### config.mk
export PLATFORM = sky130hd
export DESIGN_NAME = id_ex_stage
export DESIGN_NICKNAME = d
export VERILOG_FILES = /design/src/rtl/cpu_pkg.sv /design/src/rtl/hazard_detect.sv /design/src/rtl/id_ex_stage.sv
export SDC_FILE = /design/constraint.sdc
export NUM_CORES = 1
export LEC_CHECK = 0
export ABC_AREA = 1
export BUFFER_PORTS_ARGS = -buffer_cell sky130_fd_sc_hd__buf_2
export CORE_AREA = 2 2 133 135
export DETAILED_ROUTE_END_ITERATION = 8
export DIE_AREA = 0 0 135 137
export GPL_TIMING_DRIVEN = 0
export PLACE_DENSITY = 0.76
export SKIP_LAST_GASP = 1
export SLEW_MARGIN = 10
export SYNTH_ARGS = -nofsm -noshare
export SYNTH_HDL_FRONTEND = slang
export SYNTH_SLANG_ARGS = --single-unit
export TNS_END_PERCENT = 100
### constraint.sdc
create_clock -name clk_i -period 1.92 [get_ports clk_i]
set_input_delay 0.096 -clock clk_i [delete_from_list [all_inputs] [get_ports clk_i]]
set_output_delay 0.096 -clock clk_i [all_outputs]
set_load 0.02 [all_outputs]
### src/rtl/cpu_pkg.sv
// Shared CPU definitions: opcodes, writeback-select encodings and the
// decoded control bundle carried from ID into EX.
package cpu_pkg;

  localparam logic [6:0] OP_LOAD   = 7'b0000011;
  localparam logic [6:0] OP_STORE  = 7'b0100011;
  localparam logic [6:0] OP_LUI    = 7'b0110111;
  localparam logic [6:0] OP_AUIPC  = 7'b0010111;
  localparam logic [6:0] OP_IMM    = 7'b0010011;
  localparam logic [6:0] OP_REG    = 7'b0110011;
  localparam logic [6:0] OP_BRANCH = 7'b1100011;
  localparam logic [6:0] OP_JAL    = 7'b1101111;
  localparam logic [6:0] OP_JALR   = 7'b1100111;

  localparam logic [1:0] RF_ALU = 2'd0;
  localparam logic [1:0] RF_MEM = 2'd1;
  localparam logic [1:0] RF_PC4 = 2'd2;
  localparam logic [1:0] RF_IMM = 2'd3;

  typedef struct packed {
    logic       reg_write;
    logic       mem_write;
    logic       mem_read2;
    logic [1:0] rf_sel;
    logic [3:0] alu_fun;
    logic       alu_srca;
    logic [1:0] alu_srcb;
  } ctrl_t;

endpackage

### src/rtl/hazard_detect.sv
// Load-use hazard detection: decodes which source registers the ID
// instruction actually reads and compares them against a load in EX.
module hazard_detect
  import cpu_pkg::*;
(
  input  logic       id_valid_i,
  input  logic [6:0] id_opcode_i,
  input  logic [4:0] id_rs1_addr_i,
  input  logic [4:0] id_rs2_addr_i,
  input  logic       ex_valid_i,
  input  logic       ex_mem_read2_i,
  input  logic [4:0] ex_rd_addr_i,
  output logic       hz_o
);

  logic uses_rs1, uses_rs2;

  always_comb begin
    uses_rs1 = !(id_opcode_i == OP_LUI || id_opcode_i == OP_AUIPC ||
                 id_opcode_i == OP_JAL);
    uses_rs2 = (id_opcode_i == OP_REG || id_opcode_i == OP_STORE ||
                id_opcode_i == OP_BRANCH);
  end

  // x0 is hardwired zero, so a load targeting it never creates a dependency
  assign hz_o = id_valid_i & ex_valid_i & ex_mem_read2_i & (ex_rd_addr_i != 5'd0) &
                ((uses_rs1 & (id_rs1_addr_i == ex_rd_addr_i)) |
                 (uses_rs2 & (id_rs2_addr_i == ex_rd_addr_i)));

endmodule

### src/rtl/id_ex_stage.sv
// ID/EX pipeline register with load-use bubble insertion, downstream hold,
// redirect flush and a saturating bubble counter.
module id_ex_stage
  import cpu_pkg::*;
#(
  parameter int XLEN  = 32,
  parameter int CNT_W = 16
) (
  input  logic            clk_i,
  input  logic            rst_n_i,
  input  logic            id_valid_i,
  input  logic [6:0]      id_opcode_i,
  input  logic            id_reg_write_i,
  input  logic            id_mem_write_i,
  input  logic            id_mem_read2_i,
  input  logic [1:0]      id_rf_sel_i,
  input  logic [3:0]      id_alu_fun_i,
  input  logic            id_alu_srca_i,
  input  logic [1:0]      id_alu_srcb_i,
  input  logic [XLEN-1:0] id_pc_i,
  input  logic [XLEN-1:0] id_rs1_data_i,
  input  logic [XLEN-1:0] id_rs2_data_i,
  input  logic [XLEN-1:0] id_imm_i,
  input  logic [4:0]      id_rs1_addr_i,
  input  logic [4:0]      id_rs2_addr_i,
  input  logic [4:0]      id_rd_addr_i,
  input  logic            ex_hold_i,
  input  logic            flush_i,
  output logic            ex_valid_o,
  output logic            ex_reg_write_o,
  output logic            ex_mem_write_o,
  output logic            ex_mem_read2_o,
  output logic [1:0]      ex_rf_sel_o,
  output logic [3:0]      ex_alu_fun_o,
  output logic            ex_alu_srca_o,
  output logic [1:0]      ex_alu_srcb_o,
  output logic [XLEN-1:0] ex_pc_o,
  output logic [XLEN-1:0] ex_rs1_data_o,
  output logic [XLEN-1:0] ex_rs2_data_o,
  output logic [XLEN-1:0] ex_imm_o,
  output logic [4:0]      ex_rs1_addr_o,
  output logic [4:0]      ex_rs2_addr_o,
  output logic [4:0]      ex_rd_addr_o,
  output logic            id_stall_o,
  output logic [CNT_W-1:0] bubble_cnt_o
);

  ctrl_t            ctrl_d, ctrl_q;
  logic             valid_q;
  logic [XLEN-1:0]  pc_q, rs1_data_q, rs2_data_q, imm_q;
  logic [4:0]       rs1_addr_q, rs2_addr_q, rd_addr_q;
  logic [CNT_W-1:0] bcnt_q;
  logic             hz;

  hazard_detect u_hazard (
    .id_valid_i     (id_valid_i),
    .id_opcode_i    (id_opcode_i),
    .id_rs1_addr_i  (id_rs1_addr_i),
    .id_rs2_addr_i  (id_rs2_addr_i),
    .ex_valid_i     (valid_q),
    .ex_mem_read2_i (ctrl_q.mem_read2),
    .ex_rd_addr_i   (rd_addr_q),
    .hz_o           (hz)
  );

  // Write enables are qualified here so a captured non-instruction can never commit
  always_comb begin
    ctrl_d           = '0;
    ctrl_d.reg_write = id_reg_write_i & id_valid_i;
    ctrl_d.mem_write = id_mem_write_i & id_valid_i;
    ctrl_d.mem_read2 = id_mem_read2_i;
    ctrl_d.rf_sel    = id_rf_sel_i;
    ctrl_d.alu_fun   = id_alu_fun_i;
    ctrl_d.alu_srca  = id_alu_srca_i;
    ctrl_d.alu_srcb  = id_alu_srcb_i;
  end

  always_ff @(posedge clk_i or negedge rst_n_i) begin
    if (!rst_n_i) begin
      valid_q    <= 1'b0;
      ctrl_q     <= '0;
      pc_q       <= '0;
      rs1_data_q <= '0;
      rs2_data_q <= '0;
      imm_q      <= '0;
      rs1_addr_q <= '0;
      rs2_addr_q <= '0;
      rd_addr_q  <= '0;
    end else if (flush_i) begin
      valid_q <= 1'b0;
      ctrl_q  <= '0;
    end else if (!ex_hold_i) begin
      if (hz) begin
        valid_q <= 1'b0;
        ctrl_q  <= '0;
      end else begin
        valid_q    <= id_valid_i;
        ctrl_q     <= ctrl_d;
        pc_q       <= id_pc_i;
        rs1_data_q <= id_rs1_data_i;
        rs2_data_q <= id_rs2_data_i;
        imm_q      <= id_imm_i;
        rs1_addr_q <= id_rs1_addr_i;
        rs2_addr_q <= id_rs2_addr_i;
        rd_addr_q  <= id_rd_addr_i;
      end
    end
  end

  always_ff @(posedge clk_i or negedge rst_n_i) begin
    if (!rst_n_i)
      bcnt_q <= '0;
    else if (!flush_i && !ex_hold_i && hz && (bcnt_q != {CNT_W{1'b1}}))
      bcnt_q <= bcnt_q + 1'b1;
  end

  // Reset gating keeps the front end free-running while the pipe is held in reset
  assign id_stall_o = (hz | ex_hold_i) & ~flush_i & rst_n_i;

  assign ex_valid_o     = valid_q;
  assign ex_reg_write_o = ctrl_q.reg_write;
  assign ex_mem_write_o = ctrl_q.mem_write;
  assign ex_mem_read2_o = ctrl_q.mem_read2;
  assign ex_rf_sel_o    = ctrl_q.rf_sel;
  assign ex_alu_fun_o   = ctrl_q.alu_fun;
  assign ex_alu_srca_o  = ctrl_q.alu_srca;
  assign ex_alu_srcb_o  = ctrl_q.alu_srcb;
  assign ex_pc_o        = pc_q;
  assign ex_rs1_data_o  = rs1_data_q;
  assign ex_rs2_data_o  = rs2_data_q;
  assign ex_imm_o       = imm_q;
  assign ex_rs1_addr_o  = rs1_addr_q;
  assign ex_rs2_addr_o  = rs2_addr_q;
  assign ex_rd_addr_o   = rd_addr_q;
  assign bubble_cnt_o   = bcnt_q;

endmodule

==> results.sh, run 1 <==
export IMPL_outcome="complete, but fails checks"
export IMPL_violations="setup timing"
export IMPL_setup_viol=139
export IMPL_antenna_found_initial=3
export IMPL_clock_sinks=172
export IMPL_fp_row_count=48
export IMPL_crit_path_end_kind="flop"
export IMPL_cp_slowest_cell="dfrtp_2"
export IMPL_hpwl_um=17560
export IMPL_cts_inserted_buffers=17
export IMPL_hold_viol=0
export IMPL_start_util_pct=43.79
export IMPL_crit_type="flop to flop"
export IMPL_grt_max_degree=103
export IMPL_crit_chain="buf_6 -> nor3_4 -> nand3_1 -> nand4_1 -> inv_2 -> nand2_8 -> buf_4 -> buf_12 -> nand2_8 -> buf_12 -> buf_8 -> nand2_1 -> nand2_1"
export IMPL_viasPerCell=5.225
export IMPL_synth_fp_nets=1042
export IMPL_worst_hold_slack_ps=147.0
export IMPL_grt_usage_pct=28.92
export IMPL_drtIter0Drc=643
export IMPL_clk_latency_ps=430
export IMPL_grt_pass1_wl_um=41550
export IMPL_leakagePower_nw=7.011
export IMPL_yosys_warnings=0
export IMPL_slew_headroom_pct=49.84
export IMPL_globalplace_congestion=0.8910
export IMPL_cts_htree_levels=4
export IMPL_clk_pin_slew_ps=60
export IMPL_peakVddDrop_uv=577.5
export IMPL_drc=0
export IMPL_overflow=0
export IMPL_die_area_um2=18500
export IMPL_critPathBufInv=6
export IMPL_layout_nets=1604
export IMPL_synth_cells=874
export IMPL_routed_top_layer="met4"
export IMPL_skew_ps=9.498
export IMPL_fillCellCount=1120
export IMPL_tritoncts="done"
export IMPL_vias=8762
export IMPL_start_kind="flop"
export IMPL_dp_slack_ps=-234.2
export IMPL_ios=340
export IMPL_antenna_left=0
export IMPL_critPathMaxStageDelay_ps=470
export IMPL_tightest_slew_ps=752.4
export IMPL_wl_met3_um=2491
export IMPL_cp_data_arrival_time_ps=2460
export IMPL_area_growth_pct=70.37
export IMPL_clockRootBuffer="clkbuf_16"
export IMPL_clk_path_buf_depth=2
export IMPL_min_path_type="primary input to flop"
export IMPL_wirelength_um=30530
export IMPL_synthesis_area_um2=7470
export IMPL_final_max_slew_viol_count=0
export IMPL_clock_fmax_ghz=0.4626
export IMPL_dr_pass1_iters=5
export IMPL_cap_viol_max_count=0
export IMPL_layout_drive_gt1_share_pct=35.47
export IMPL_ys_types=22
export IMPL_path_max_fanout=8
export IMPL_worst_slack_ps=-241.7
export IMPL_period_minus_slack_ps=2162
export IMPL_total_power_mw=9.986
export IMPL_syn_area_per_cell_um2=8.547
export IMPL_synth_seq_cells=172
export IMPL_finalCritPeriodShare_pct=112.6
export IMPL_yosysSeqAreaShare_pct=57.62
export IMPL_met2WireLength_um=15550
export IMPL_die_height_um=137
export IMPL_grt_pass1_vias=8294
export IMPL_rsz0062_at_grt="true"
export IMPL_core_um2=17060
export IMPL_cp_top_family="buffers and inverters"
export IMPL_p_per_area_nw_per_um2=784.7
export IMPL_wl_met1_um=11170
export IMPL_wl_per_cell_um=18.20
export IMPL_cp_required_ps=2210
export IMPL_die_width_um=135
export IMPL_io_buffers=339
==> cell type report <==
type                       count  area [µm²]  area share [%]
sequential                   172        4310           33.87
timing repair buffer         544        4058           31.88
multi-input combinational    618        2899           22.78
buffer                        54       509.2           4.002
clock buffer                  19       432.9           3.402
tap                          225       281.5           2.212
clock inverter                13       118.9          0.9340
inverter                      29       108.9          0.8554
antenna                        3       7.507         0.05899
==> flip-flops by register name, indices dropped and copies added (netlist names), 4 cells and up <==
register	flops
ex_rs1_data_o	32
ex_alu_fun_o	4
ex_rs2_addr_o	5
ex_rd_addr_o	5
ex_rs2_data_o	32
ex_imm_o	32
bubble_cnt_o	16
ex_pc_o	32
ex_rs1_addr_o	5
==> synth_stat cells <==
cell type  count  area share, %
a21oi_1        1          0.067
nor3_1         5           0.33
buf_6         15            2.3
buf_2         20            1.3
clkbuf_1      18           0.90
ha_1           1           0.17
inv_1         26            1.3
buf_1          1          0.050
nand2_4        1           0.15
xor2_1         8           0.94
nand2_1      382             19
xnor2_1        8           0.94
inv_2          3           0.15
dfrtp_1      172             58
a21oi_2        1           0.12
buf_4          1           0.10
nand4_1       26            2.2
o21ai_0        5           0.33
nand3_1      156             10
nor2_1        21            1.1
nand4_2        1           0.17
nand2_2        2           0.17
==> metal layers <==
metal	vias to the layer above	GRT usage [%]
met1	4183	34.05
met5	-	0
met4	0	12.79
li1	3940	-
met3	115	6.370
met2	524	50.90
==> path summary, 6_finish.rpt <==
kind | start | to | slack [ps] | cells past startpoint
min | ex_hold_i | ex_valid_o | 150 | 5
max reg2reg | ex_rd_addr_o[3] | ex_imm_o[20] | -240 | 13
max in group asynchronous | rst_n_i | ex_imm_o[7] | 820 | 3
min in group asynchronous | rst_n_i | bubble_cnt_o[8] | 200 | 2
max | ex_rd_addr_o[3] | ex_imm_o[20] | -240 | 13
min reg2reg | ex_imm_o[9] | ex_imm_o[9] | 470 | 2
==> worst min-delay path, cell delays in order <==
cell and delay (ps):
buf_2 110, inv_1 110, nor2_1 90, nand2_1 70, nand2_1 50
==> per-stage QoR <==
step	instance area (µm²)	TNS, ps	cells	utilization (%)
floorplan	7470	0	874	-
global placement	9448	-356960	1438	55.39
detailed placement	9485	-12260	1439	55.61
CTS	11770	-8362	1641	68.98
global route	12720	-34250	1676	74.60
finish	12730	-20500	1677	74.61
==> layout by cell type (no fill, tap or decap), types with 3 or more instances in the layout <==
| master | n |
|---|---|
| dfrtp_2 | 5 |
| nand4_1 | 26 |
| buf_12 | 8 |
| nor3_1 | 4 |
| xor2_1 | 8 |
| buf_6 | 16 |
| dlygate4sd3_1 | 158 |
| diode_2 | 3 |
| clkbuf_2 | 7 |
| clkinvlp_4 | 4 |
| inv_2 | 4 |
| inv_1 | 25 |
| buf_8 | 16 |
| buf_2 | 348 |
| dfrtp_1 | 167 |
| nand3_1 | 153 |
| clkinv_2 | 3 |
| nor2_1 | 17 |
| clkbuf_1 | 13 |
| clkbuf_16 | 35 |
| buf_4 | 14 |
| nand3_2 | 3 |
| nand2_2 | 31 |
| nand2_1 | 351 |
| xnor2_1 | 7 |
| inv_6 | 3 |
==> cells by family (layout without fill, tap and decap cells) <==
group           after synthesis  in the layout  share of synthesized area [%]
other cells                   0              3                              0
simple gates                594            594                          33.70
compound gates                7              7                         0.5192
flops                       172            172                          57.62
xor+xnor                     16             16                          1.876
fa+ha+maj                     1              1                         0.1675
buf+inv                      84            659                          6.114
==> what timing repair did <==
| action | CTS | global route |
|---|---|---|
| hold buffers | 158 | 0 |
| gates resized for setup | 18 | 126 |
| setup endpoints to repair | 163 | 172 |
| pin swaps | 11 | 14 |
| buffers inserted | 12 | 15 |
| cloned | 0 | 21 |
| hold endpoints to repair | 226 | 0 |
==> where the power goes <==
group          internal [mW]  switching [mW]  leakage (nW)
Clock                   1.79            1.49         0.260
Combinational           1.02            1.41          4.59
Sequential              4.02           0.256          2.16
Power figures use the tool's default switching activity.
==> run 2: changes to the inputs <==
--- a/config.mk
+++ b/config.mk
@@ -12,6 +12,7 @@
 export DIE_AREA = 0 0 135 137
 export GPL_TIMING_DRIVEN = 0
 export PLACE_DENSITY = 0.76
+export REMOVE_ABC_BUFFERS = 1
 export SKIP_LAST_GASP = 1
 export SLEW_MARGIN = 10
 export SYNTH_ARGS = -nofsm -noshare
==> run 2 against run 1 <==
  * Flip-flop and latch count is the same
  * Wire length shrank 6.5%
  * Die area unchanged
  * First-iteration DRC count fell by 8.6%
  * Sequential power is essentially flat
  * Core utilization decreased by 3.3 points
  * The run now ends clean
  * Non-clock buffer count down 65
  * Critical endpoint is now id_stall_o
  * Count of clock-buffer cells in the layout stayed put
  * Total power grew 1.4%
  * Register-to-register slack better by 300 ps
  * Largest power group unchanged
==> results.sh, run 2 (synthesis gave the netlist of run 1 again) <==
export IMPL_period_minus_slack_ps=1867
export IMPL_finalInstanceArea_um2=12160
export IMPL_die_width_um=135
export IMPL_drc=0
export IMPL_wirelength_um=28530
export IMPL_slew_headroom_pct=43.69
export IMPL_area_growth_pct=62.83
export IMPL_clk_path_buf_depth=2
export IMPL_layout_common_cells="380 x nand2_1, 337 x buf_2, 168 x dfrtp_1"
export IMPL_core_um2=17060
export IMPL_outcome="finished, final reports clean"
export IMPL_skew_ps=8.287
export IMPL_layout_drive_gt1_share_pct=31.44
export IMPL_setup_viol=0
export IMPL_antenna_left=0
export IMPL_clk_pin_slew_ps=70
export IMPL_hold_viol=0
export IMPL_placedInstanceArea_um2=9338
export IMPL_finalCritPeriodShare_pct=97.21
export IMPL_final_common_cell="nand2_1"
export IMPL_globalplace_congestion=0.8136
export IMPL_ios=340
export IMPL_grt_pass1_wl_um=41250
export IMPL_crit_path_end_kind="output pin"
export IMPL_cp_data_arrival_time_ps=1770
export IMPL_critPathMaxStageDelay_ps=450
export IMPL_die_area_um2=18500
export IMPL_vias=8300
export IMPL_critPathBufInv=1
export IMPL_start_kind="flop"
export IMPL_tns_ps=0
export IMPL_tightest_slew_ps=841.6
export IMPL_cp_slowest_cell="dfrtp_2"
export IMPL_io_buffers=339
export IMPL_tritoncts="done"
export IMPL_clock_sinks=172
export IMPL_antenna_found_initial=1
export IMPL_cp_top_family="simple AND/OR/NAND/NOR gates"
export IMPL_grt_pass1_vias=8099
export IMPL_clock_fmax_ghz=0.5358
export IMPL_viasPerCell=5.136
export IMPL_hpwl_um=14560
export IMPL_leakagePower_nw=6.726
export IMPL_clockRootBuffer="clkbuf_16"
export IMPL_rsz0062_at_grt="true"
export IMPL_crit_chain="xnor2_1 -> nand2_1 -> nor2_2 -> nand2_2 -> nand2_4 -> nand2_8 -> a21oi_4 -> buf_6"
export IMPL_grt_usage_pct=28.29
export IMPL_grt_max_degree=104
export IMPL_peakVddDrop_uv=643.7
export IMPL_clk_latency_ps=420
export IMPL_cp_required_ps=1820
export IMPL_min_path_type="primary input to flop"
export IMPL_wl_per_cell_um=17.65
export IMPL_worst_hold_slack_ps=126.6
export IMPL_fp_row_count=48
export IMPL_path_max_fanout=5
export IMPL_overflow=0
export IMPL_layout_nets=1545
export IMPL_crit_type="flop to output pin"
export IMPL_start_util_pct=43.79
export IMPL_fillCellCount=1164
export IMPL_die_height_um=137
export IMPL_cap_viol_max_count=0
export IMPL_cts_inserted_buffers=17
export IMPL_p_per_area_nw_per_um2=832.2
export IMPL_dr_pass1_iters=6
export IMPL_final_max_slew_viol_count=0
export IMPL_cts_htree_levels=4
export IMPL_drtIter0Drc=588
## run 2: cell types whose count changed in the layout (fill, tap and decap cells not counted), moves of 8 or more
cell / previous run / this run
nand2_1: 351 / 380
buf_8: 16 / 2
clkbuf_16: 35 / 24
clkbuf_1: 13 / 1
buf_2: 348 / 337
nand2_2: 31 / 2
buf_6: 16 / 2
buf_16: 1 / 9
## run 2: through the flow
step	power, mW	cells	setup WS [ps]	util [%]
2_1_floorplan	5.264	819	-7241	-
3_3_place_gp	6.084	1383	-12880	53.35
3_5_place_dp	6.120	1391	-942.8	54.75
4_1_cts	10.04	1596	5.471	69.14
5_1_grt	10.56	1616	-89.29	71.31
6_report	10.12	1616	53.47	71.31
## run 2: path summary, 6_finish.rpt
check	from	to	slack, ps	depth (start not counted)
min reg2reg	ex_rs1_data_o[18]	ex_rs1_data_o[18]	470	2
min in group asynchronous	rst_n_i	bubble_cnt_o[0]	200	2
max reg2reg	ex_rd_addr_o[1]	ex_pc_o[12]	60	11
min	ex_hold_i	ex_alu_fun_o[1]	130	4
max	ex_rd_addr_o[1]	id_stall_o	50	8
max in group asynchronous	rst_n_i	ex_rs2_data_o[4]	810	3
## run 2: report_power, final
part / internal, mW / total, mW / leakage, nW / switching, mW
Clock: 2.12 / 3.62 / 0.294 / 1.50
Combinational: 0.906 / 2.26 / 4.27 / 1.35
Sequential: 4.02 / 4.25 / 2.16 / 0.232
## run 2: cell type report
| cell class | count | area [µm²] | area share [%] |
|---|---|---|---|
| tap | 225 | 281.5 | 2.315 |
| timing repair buffer | 533 | 3939 | 32.38 |
| clock inverter | 13 | 176.4 | 1.450 |
| sequential | 172 | 4309 | 35.43 |
| inverter | 29 | 111.4 | 0.9155 |
| antenna | 1 | 2.502 | 0.02057 |
| multi-input combinational | 624 | 2900 | 23.85 |
| clock buffer | 19 | 442.9 | 3.642 |
## run 2: worst min-delay path, stage by stage
cell	delay (ps)
buf_2	120
nor2_4	130
nand3_1	110
nand2_1	50
## run 2: timing repair
item	in CTS	in global routing
gates resized for setup	17	14
cloned	8	10
pin swaps	7	5
hold buffers	157	0
hold endpoints to repair	225	0
setup buffers	8	10
endpoints found under the setup margin	159	165
## run 2: metal layers
| metal | share of wire, % | routed length (µm) | vias to the layer above | GRT usage [%] |
|---|---|---|---|---|
| li1 | - | - | 3841 | - |
| met4 | 3.5 | 998 | 0 | 12.44 |
| met1 | 38 | 10840 | 3928 | 33.71 |
| met5 | 0 | 0 | - | 0 |
| met2 | 50 | 14360 | 447 | 48.82 |
| met3 | 8.2 | 2330 | 84 | 6.889 |
==> run 3: changes to the inputs <==
--- a/config.mk
+++ b/config.mk
@@ -7,11 +7,12 @@
 export LEC_CHECK = 0
 export ABC_AREA = 1
 export BUFFER_PORTS_ARGS = -buffer_cell sky130_fd_sc_hd__buf_2
-export CORE_AREA = 2 2 133 135
+export CORE_ASPECT_RATIO = 0.75
+export CORE_MARGIN = 2
+export CORE_UTILIZATION = 47
 export DETAILED_ROUTE_END_ITERATION = 8
-export DIE_AREA = 0 0 135 137
 export GPL_TIMING_DRIVEN = 0
-export PLACE_DENSITY = 0.76
+export PLACE_DENSITY = 0.8
 export REMOVE_ABC_BUFFERS = 1
 export SKIP_LAST_GASP = 1
 export SLEW_MARGIN = 10
==> constraint.sdc (replaced) <==
create_clock -name clk_i -period 2.05 [get_ports clk_i]
set_input_delay 0.1025 -clock clk_i [delete_from_list [all_inputs] [get_ports clk_i]]
set_output_delay 0.1025 -clock clk_i [all_outputs]
set_load 0.02 [all_outputs]
==> run 3 against run 2 <==
  * Largest power group unchanged
  * First-iteration DRC count rose by 19%
  * Non-clock buffer count fell by 11
  * Register-to-register slack barely moved
  * Clock skew rose by 1.5 ps
  * Largest cell class unchanged
  * Highest routed layer unchanged
  * Final area fell by 2.9%
==> results.sh, run 3 (synthesis gave the netlist of run 1 again) <==
export IMPL_cts_inserted_buffers=17
export IMPL_die_width_um=149.6
export IMPL_cp_required_ps=1950
export IMPL_layout_drive_gt1_share_pct=30.33
export IMPL_peakVddDrop_uv=540.9
export IMPL_dr_pass1_iters=5
export IMPL_vias=8431
export IMPL_worst_hold_slack_ps=71.97
export IMPL_io_buffers=339
export IMPL_clock_fmax_ghz=0.5008
export IMPL_outcome="finished, final reports clean"
export IMPL_final_max_slew_viol_count=0
export IMPL_min_path_cells=4
export IMPL_clock_sinks=172
export IMPL_placedInstanceArea_um2=9305
export IMPL_grt_usage_pct=32.70
export IMPL_sw_frac_of_total_pct=29.93
export IMPL_ios=340
export IMPL_fp_row_count=39
export IMPL_slew_headroom_pct=37.65
export IMPL_overflow=0
export IMPL_p_int_mw=6.772
export IMPL_tightest_slew_ps=931.9
export IMPL_layout_nets=1530
export IMPL_crit_path_end_kind="output pin"
export IMPL_rsz0062_at_grt="true"
export IMPL_leakagePower_nw=6.595
export IMPL_core_um2=15370
export IMPL_path_max_fanout=6
export IMPL_start_util_pct=48.60
export IMPL_cap_viol_max_count=0
export IMPL_start_kind="flop"
export IMPL_period_minus_slack_ps=1997
export IMPL_grt_pass1_wl_um=43290
export IMPL_holdPathEnd="ex_rs1_data_o[28]"
export IMPL_switchingPower_mw=2.892
export IMPL_clk_latency_ps=430
export IMPL_crit_type="flop to output pin"
export IMPL_globalplace_congestion=0.9089
export IMPL_reg2reg_from="ex_rd_addr_o[4]"
export IMPL_r2r_setup_slack_ps=60
export IMPL_pwr_share_clk_pct=37.4
export IMPL_r2r_end="ex_reg_write_o"
export IMPL_layout_common_cells="380 x nand2_1, 337 x buf_2, 168 x dfrtp_1"
export IMPL_setup_viol=0
export IMPL_power_frac_comb_pct=21.4
export IMPL_die_height_um=113.2
export IMPL_clockRootBuffer="clkbuf_16"
export IMPL_hpwl_um=14830
export IMPL_finalInstanceArea_um2=11810
export IMPL_worstRegToRegCells=9
export IMPL_grt_max_degree=127
export IMPL_hold_start="ex_hold_i"
export IMPL_drc=0
export IMPL_clk_pin_slew_ps=70
export IMPL_cp_data_arrival_time_ps=1890
export IMPL_area_growth_pct=58.04
export IMPL_p_per_area_nw_per_um2=818.6
export IMPL_min_path_type="primary input to flop"
export IMPL_cts_htree_levels=4
export IMPL_drtIter0Drc=702
export IMPL_hold_viol=0
export IMPL_antenna_left=0
export IMPL_grt_pass1_vias=8618
export IMPL_wirelength_um=28050
export IMPL_viasPerCell=5.329
export IMPL_skew_ps=9.819
export IMPL_die_area_um2=16930
export IMPL_seq_power_share_pct=41.2
export IMPL_final_common_cell="nand2_1"
export IMPL_antenna_found_initial=2
export IMPL_wl_per_cell_um=17.73
export IMPL_finalCritPeriodShare_pct=97.41
export IMPL_clk_path_buf_depth=2
export IMPL_tritoncts="done"
## run 3: cell types whose count changed in the layout (fill, tap and decap cells not counted), sizes merged
cell	before	now
buf	369	363
bufinv	3	5
clkbuf	26	19
clkinv	1	2
clkinvlp	3	1
diode	1	2
dlygate4sd3	157	158
nand2	391	387
## run 3: power by group through the flow
stage / clock (mW) / sequential (mW) / combinational [mW]
after floorplan: 0 / 4.48 / 0.449
after global placement: 0 / 4.00 / 1.68
after detailed placement: 0 / 4.02 / 1.71
after CTS: 3.65 / 3.96 / 1.99
after global routing: 3.82 / 4.02 / 2.22
final: 3.61 / 3.99 / 2.07
## run 3: worst max-delay path by stage
| stage | start | to | slack [ps] | depth (start not counted) |
|---|---|---|---|---|
| after floorplan | ex_hold_i | ex_rs1_addr_o[0] | -7120 | 3 |
| after global placement | ex_hold_i | ex_rs2_addr_o[3] | -13130 | 4 |
| after detailed placement | bubble_cnt_o[0] | bubble_cnt_o[10] | -220 | 7 |
| after CTS | ex_rd_addr_o[3] | ex_imm_o[0] | -10 | 8 |
| after global routing | ex_rd_addr_o[2] | id_stall_o | -8 | 8 |
| final | ex_rd_addr_o[4] | id_stall_o | 50 | 8 |
## run 3: per-layer routing
metal / GRT usage [%] / wire (µm) / vias to the layer above
met5: 0 / 0 / -
met4: 20.44 / 1352 / 0
met3: 8.548 / 2650 / 113
met2: 54.16 / 13960 / 546
met1: 38.07 / 10090 / 3979
li1: - / - / 3793
## run 3: through the flow
step	util, %	worst slack (ps)	setup TNS (ps)	instances	total power [mW]
6_report	76.80	53.15	0	1582	9.664
5_1_grt	76.80	-8.013	-15.94	1582	10.06
4_1_cts	75.82	-13.21	-14.98	1567	9.601
3_5_place_dp	60.54	-216.7	-22490	1371	5.729
3_3_place_gp	59.04	-13130	-2408960	1363	5.682
2_1_floorplan	-	-7118	-1125820	819	4.931
## run 3: area by class of cell
type / instances / area [µm²]
repair buffers: 522 / 3666
multi-input cells: 620 / 2801
clock inverters: 14 / 226.5
flip-flops and latches: 172 / 4309
diodes: 2 / 5.005
clock buffers: 18 / 429.2
fillers: 977 / 3566
inverters: 29 / 111.4
well taps: 205 / 256.5
## run 3: worst max-delay path, stage by stage, from the launching register on
cell,delay (ps)
dfrtp_2,450
xnor2_1,200
nand2_1,80
nor2_2,140
nand2_2,110
nand2_4,110
nand2_8,100
a21oi_2,130
buf_4,150
## run 3: repair_timing
| item | CTS | global route |
|---|---|---|
| gates resized for setup | 9 | 9 |
| hold buffers | 158 | 0 |
| setup buffers | 3 | 11 |
| endpoints found under the hold margin | 226 | 0 |
| endpoints found under the setup margin | 145 | 147 |
| pin swaps | 3 | 5 |
| gates cloned | 3 | 2 |
